===== src/rtl/regfile_scoreboard.sv =====
// regfile_scoreboard: parametrised register file with two registered read
// ports, one write port, write-to-read bypass, an optional hardwired-zero
// register and a per-register busy scoreboard for hazard detection.
module regfile_scoreboard #(
    parameter int DATA_WIDTH = 32,
    parameter int ADDR_WIDTH = 5,
    parameter bit ZERO_REG   = 1'b1
) (
    input  logic                  clk,
    input  logic                  reset,
    input  logic                  RegWrite,
    input  logic [ADDR_WIDTH-1:0] WriteRegister,
    input  logic [DATA_WIDTH-1:0] WriteData,
    input  logic                  SetBusy,
    input  logic [ADDR_WIDTH-1:0] SetBusyRegister,
    input  logic [ADDR_WIDTH-1:0] ReadRegister1,
    input  logic [ADDR_WIDTH-1:0] ReadRegister2,
    output logic [DATA_WIDTH-1:0] ReadData1,
    output logic [DATA_WIDTH-1:0] ReadData2,
    output logic                  ReadBusy1,
    output logic                  ReadBusy2,
    output logic                  AnyBusy
);

    localparam int DEPTH = 1 << ADDR_WIDTH;

    logic [DATA_WIDTH-1:0] regs_q [DEPTH];
    logic [DEPTH-1:0]      busy_q;
    logic [DEPTH-1:0]      busy_d;

    logic                  writeEn;
    logic                  setEn;
    logic                  zeroRd1;
    logic                  zeroRd2;

    logic [DATA_WIDTH-1:0] readData1_d, readData1_q;
    logic [DATA_WIDTH-1:0] readData2_d, readData2_q;
    logic                  readBusy1_d, readBusy1_q;
    logic                  readBusy2_d, readBusy2_q;
    logic                  anyBusy_d,   anyBusy_q;

    // Qualify write and busy-set requests; index 0 swallows both when it is hardwired
    always_comb begin
        writeEn = RegWrite;
        setEn   = SetBusy;
        zeroRd1 = 1'b0;
        zeroRd2 = 1'b0;
        if (ZERO_REG) begin
            writeEn = RegWrite && (WriteRegister != '0);
            setEn   = SetBusy && (SetBusyRegister != '0);
            zeroRd1 = (ReadRegister1 == '0);
            zeroRd2 = (ReadRegister2 == '0);
        end
    end

    // Post-edge busy array: a write retires its producer, then a same-cycle issue re-marks it
    always_comb begin
        busy_d = busy_q;
        if (writeEn) begin
            busy_d[WriteRegister] = 1'b0;
        end
        if (setEn) begin
            busy_d[SetBusyRegister] = 1'b1;
        end
    end

    // Read values as they will look after this edge, with the write bypassed in
    always_comb begin
        readData1_d = regs_q[ReadRegister1];
        readData2_d = regs_q[ReadRegister2];
        if (writeEn && (WriteRegister == ReadRegister1)) begin
            readData1_d = WriteData;
        end
        if (writeEn && (WriteRegister == ReadRegister2)) begin
            readData2_d = WriteData;
        end
        readBusy1_d = busy_d[ReadRegister1];
        readBusy2_d = busy_d[ReadRegister2];
        if (zeroRd1) begin
            readData1_d = '0;
            readBusy1_d = 1'b0;
        end
        if (zeroRd2) begin
            readData2_d = '0;
            readBusy2_d = 1'b0;
        end
        anyBusy_d = |busy_d;
    end

    // Register storage and scoreboard; reset wipes everything, including pending marks
    always_ff @(posedge clk or posedge reset) begin
        if (reset) begin
            for (int i = 0; i < DEPTH; i++) begin
                regs_q[i] <= '0;
            end
            busy_q <= '0;
        end else begin
            if (writeEn) begin
                regs_q[WriteRegister] <= WriteData;
            end
            busy_q <= busy_d;
        end
    end

    // Registered read ports and busy summary
    always_ff @(posedge clk or posedge reset) begin
        if (reset) begin
            readData1_q <= '0;
            readData2_q <= '0;
            readBusy1_q <= 1'b0;
            readBusy2_q <= 1'b0;
            anyBusy_q   <= 1'b0;
        end else begin
            readData1_q <= readData1_d;
            readData2_q <= readData2_d;
            readBusy1_q <= readBusy1_d;
            readBusy2_q <= readBusy2_d;
            anyBusy_q   <= anyBusy_d;
        end
    end

    assign ReadData1 = readData1_q;
    assign ReadData2 = readData2_q;
    assign ReadBusy1 = readBusy1_q;
    assign ReadBusy2 = readBusy2_q;
    assign AnyBusy   = anyBusy_q;

endmodule


===== config.mk =====
export PLATFORM = sky130hd
export DESIGN_NAME = regfile_scoreboard
export DESIGN_NICKNAME = d
export VERILOG_FILES = /design/src/rtl/regfile_scoreboard.sv
export SDC_FILE = /design/constraint.sdc
export NUM_CORES = 2
export LEC_CHECK = 0
export CAP_MARGIN = 25
export CORE_AREA = 2 2 365 367
export DETAILED_ROUTE_END_ITERATION = 16
export DIE_AREA = 0 0 367 369
export PLACE_DENSITY_LB_ADDON = 0.25
export RECOVER_POWER = 50
export SYNTH_ARGS = -nofsm -noshare
export SYNTH_HDL_FRONTEND = slang
export SYNTH_SLANG_ARGS = --single-unit

===== constraint.sdc =====
create_clock -name clk -period 76.8 [get_ports clk]
set_input_delay 23.04 -clock clk [delete_from_list [all_inputs] [get_ports clk]]
set_output_delay 23.04 -clock clk [all_outputs]
set_load 0.05 [all_outputs]

* Word-level counts from Yosys, hierarchy flattened
Index checks and enable logic that the tools add are counted.
Widths: inputs -> output; s select.
** Word-level totals
- Flip-flop bits (word level) :: 1123
- Output and inout bits :: 67
- Bits of input ports :: 56
** Cells by class
- $lt $le $gt $ge :: 10
- Equal/unequal tests :: 2
- Reductions and logical operators :: 12
- Bitwise gates (word level) :: 6
- Multiplexer cells :: 25
** Operators with widths (count)
- $bwmux 1024 :: 1
- $mux 32 :: 11
- $bmux 32 s5 :: 2
- $demux 32 s5 :: 1
- $and 32x32->32 :: 1
- $not 32->32 :: 1
- $or 32x32->32 :: 1
- $reduce_or 32->1 :: 1
- $lt 5x6->1 const B :: 4
- $ge 6x6->1 const B :: 3
- $not 5->6 :: 3
- $bmux 1 s5 :: 2
- $demux 1 s5 :: 2
- $eq 5x5->1 :: 2
- $ge 5x1->1 const B :: 2
- $logic_not 5->1 :: 2
- $reduce_bool 5->1 :: 2
- $logic_and 1x1->1 :: 7
- $lt 6x1->1 const B :: 1
- $mux 1 :: 6

* Longest topological paths before layout
- Depth in word-level cells :: 12
- Mapped depth :: 11
- Depth with buffers taken out :: 7

* Worst setup path before layout
OpenSTA, ideal clock, no wires.
- Kind :: input -> register
- Start :: in ReadRegister2[0]
- End :: reg readData2_q[0] (netlist: ReadData2[0])
- Arrival :: 24.909 ns
- Stages on the path :: 7
- Setup slack :: 51.755 ns
- Buffers on the path :: 3
- Cells stage by stage :: buf_2 -> buf_2 -> buf_2 -> mux4_2 -> mux4_2 -> a211oi_1 -> nor3_1
** Between the ends
- Longest elaborated chain between the ends :: 6
** Ends and longest elaborated chain
- start: declaration :: RTL line 17 : input logic [ADDR_WIDTH-1:0] ReadRegister2,
- $not 5->6 (implied by the code) :: RTL line 70 : readData2_d = regs_q[ReadRegister2];
- $bmux 32 s5 :: RTL line 70
- $mux 32 (implied by the code) (2 in series) :: RTL line 70
- $mux 32 :: RTL line 74 : if (writeEn && (WriteRegister == ReadRegister2)) begin
- $mux 32 * :: RTL line 83 : if (zeroRd2) begin
- net readData2_d[0] :: RTL line 37 : logic [DATA_WIDTH-1:0] readData2_d, readData2_q;
- end signal: assignment :: RTL line 115 : readData2_q <= readData2_d;
- end: declaration :: RTL line 37
The timed path passes the listed nets; every way through them passes the cells marked *. The select of a mux whose other input is x is not followed.
A chain may end at the register's enable or synchronous reset.

==> run metrics <==
status=finished with violations; failing checks=max-capacitance violations, max-slew violations; Synth Instances=3791; Post-synth EDFFs=0; largest net degree at the start of global routing=124; Hold Path Depth=0; hold bufs inserted after CTS=0; Synth Flop Type=dfrtp_1; htree depth=4; final WL=175 mm; Area Overhead vs Synth=12.2%; Post-synth ARST share=1.00; pwr dens=27.2 mW/mm2; maximum vdd ir drop=0.0000208 V; clk slew on worst S/H paths=60 ps; Max-slew headroom=-2.75; Critical Path AT=33980 ps; antenna viol nets, final=0; Setup-failing EPs final=0; post-route clock period utilization=0.432; gp weighted congestion=0.849; FF+latch count, synth=1123; Clock Skew=31.1 ps; Synth Area in Simple Gates=0.0254; Fillers=11000; worst path required time=77560 ps; initial antenna violation count=11; ANT cells=0; io pins=123; synthesized area=0.0587 mm2; Final Max Tran Viols=1084; worst slew pin tran=5600 ps; initial core utilization=0.448; clk sink count=1123; Initial DRT Pass Iterations=8; CP Capture Type=asynchronous set/reset pin; ratio of cells with drive above 1 in the final layout=0.503; Routed wire per std cell=31.5 um; Hold Path Class=reg -> reg; Max clock buf depth=3; Via Count=35700; Min Hold Slack=391 ps; Core Footprint=0.131 mm2; Max Cap Violations=27; Tot GR Track Use=0.262; non-filler instance count after layout=5552; CTS tree=built; row cnt=133; # nets final=3760; Worst setup SP type=input port; Die Y=369 um; Clk Tree Root Cell=clkbuf_16; CTS resizes=0; RSZ-0062 raised after global routing=false; FF-to-FF path depth=6; setup bufs post-CTS=0; WS Path Type=in -> async; gr ovfl total=0; Post-Synth XOR/XNOR Area=0.00149; DRT iter0 DRCs=3419; Adder-Cell Fraction of Synth Area=0; drt drc=0; combinational family with the most area after synthesis=multiplexers; fin crit period=33210 ps; Clock Latency Late Sink=750 ps; # placed instances=5310; YS warnings=0; post-route setup TNS=0 ps; Static Leak=0.0282 uW; crit-path max FO=123; Via density=6.43; f_max=30.1 MHz; global-route wire length before repair=260 mm; CTS Buf Count=130; library cells used by synthesis=67; die width=367 um; hpwl dp=92.6 mm; Syn Nets=3847; final hold vios=0; Seq/Total Area, Yosys=0.478; Syn Area/Cell=15.5 um2; vias in the first global route=37200; post-synthesis mux area share=0.437; DIE AREA=0.135 mm2; port bufs=122; post-synthesis compound-gate area fraction=0.0247
-- cell usage after synthesis, types with 14 or more instances --
library cell,count,area share
buf_4,38,0.0049
inv_1,15,0.00096
a311oi_1,14,0.0021
and2_1,20,0.0021
buf_1,66,0.0042
o21ai_0,19,0.0016
clkbuf_1,268,0.017
nor2_1,93,0.0059
buf_2,67,0.0057
a211oi_1,89,0.011
a21oi_1,28,0.0024
mux2_2,992,0.19
dfrtp_1,1123,0.48
mux2i_1,107,0.018
mux4_2,596,0.23
nand2_1,89,0.0057
nor2b_1,19,0.0020
-- stage by stage --
step | setup slack, ps | cell area (um2) | total power (uW) | util
4_1_cts | 49190 | 65700 | 1810 | 0.501
3_5_place_dp | 48350 | 61400 | 1180 | 0.468
3_3_place_gp | 48430 | 61100 | 1160 | 0.466
6_report | 43590 | 65900 | 1790 | 0.503
5_1_grt | 41490 | 65900 | 1870 | 0.503
2_1_floorplan | 22140 | 58700 | 1070 | -
-- path summary, 6_finish.rpt --
| check | end | from | slack, ps |
|---|---|---|---|
| setup / recovery | regs_q[772] | reset | 43590 |
| hold / removal | regs_q[1007] | regs_q[1007] | 390 |
| setup reg to reg | ReadData2[21] | regs_q[917] | 74620 |
| hold reg to reg | regs_q[1007] | regs_q[1007] | 390 |
| max in group clk | ReadBusy2 | WriteRegister[2] | 48900 |
| min in group asynchronous | regs_q[945] | reset | 24520 |
-- cells in the final DEF, fill, tap and decap left out, drive strengths merged, types with 7 or more instances in the layout --
cell type and count:
mux2 992, inv 20, clkbuf 213, nand3 13
a311oi 14, and2 20, bufinv 8, mux2i 107
nand2b 8, clkinv 19, nor4 12, dlygate4sd3 72
a21oi 28, buf 88, mux4 596, a22o 11
o21ai 20, a211oi 89, nand2 91, nor2b 19
nor2 94, nor3 12, and3 7, clkdlybuf4s50 40
dfrtp 1123
-- layer usage --
| layer | vias to the layer above | track usage | part of all wire |
|---|---|---|---|
| met2 | 1213 | 0.419 | 0.48 |
| met5 | - | 0 | 0.00069 |
| met3 | 323 | 0.0562 | 0.067 |
| met1 | 19600 | 0.357 | 0.42 |
| li1 | 14500 | - | - |
| met4 | 18 | 0.0853 | 0.032 |
-- logic make-up after synthesis --
logic type,count (synthesis)
xor gates and xnor gates,10
buffers and inverters,457
AOI/OAI and AO/OA,202
and+or+nand+nor,304
DFF,1123
muxes,1695
-- cell type report --
class	instances	area (um2)	share of cell area
multi-input cells	2211	28800	0.437
flip-flops and latches	1123	28100	0.426
clock buffers	193	3920	0.0594
repair buffers	220	2400	0.0364
well taps	1755	2200	0.0333
clock inverters	32	392	0.00594
inverters	18	75.1	0.00114
-- registers in the layout, indices dropped and copies added (netlist names) --
signal and flops:
ReadData2 32, AnyBusy 1, busy_q 32, regs_q 1024, ReadBusy1 1, ReadData1 32, ReadBusy2 1
-- critical path: stages --
cell           delay, ps
dlygate4sd3_1        550
clkinvlp_2          3090
clkbuf_1            1960
clkbuf_1            2460
buf_4               1000
buf_4                800
buf_4                800
-- power by group --
| group | leakage (uW) | switching, uW | internal [uW] |
|---|---|---|---|
| Clock | 0.00213 | 250 | 378 |
| Sequential | 0.0144 | 76.8 | 707 |
| Combinational | 0.0117 | 161 | 220 |
Note: power is estimated with default switching activity, not from simulation.
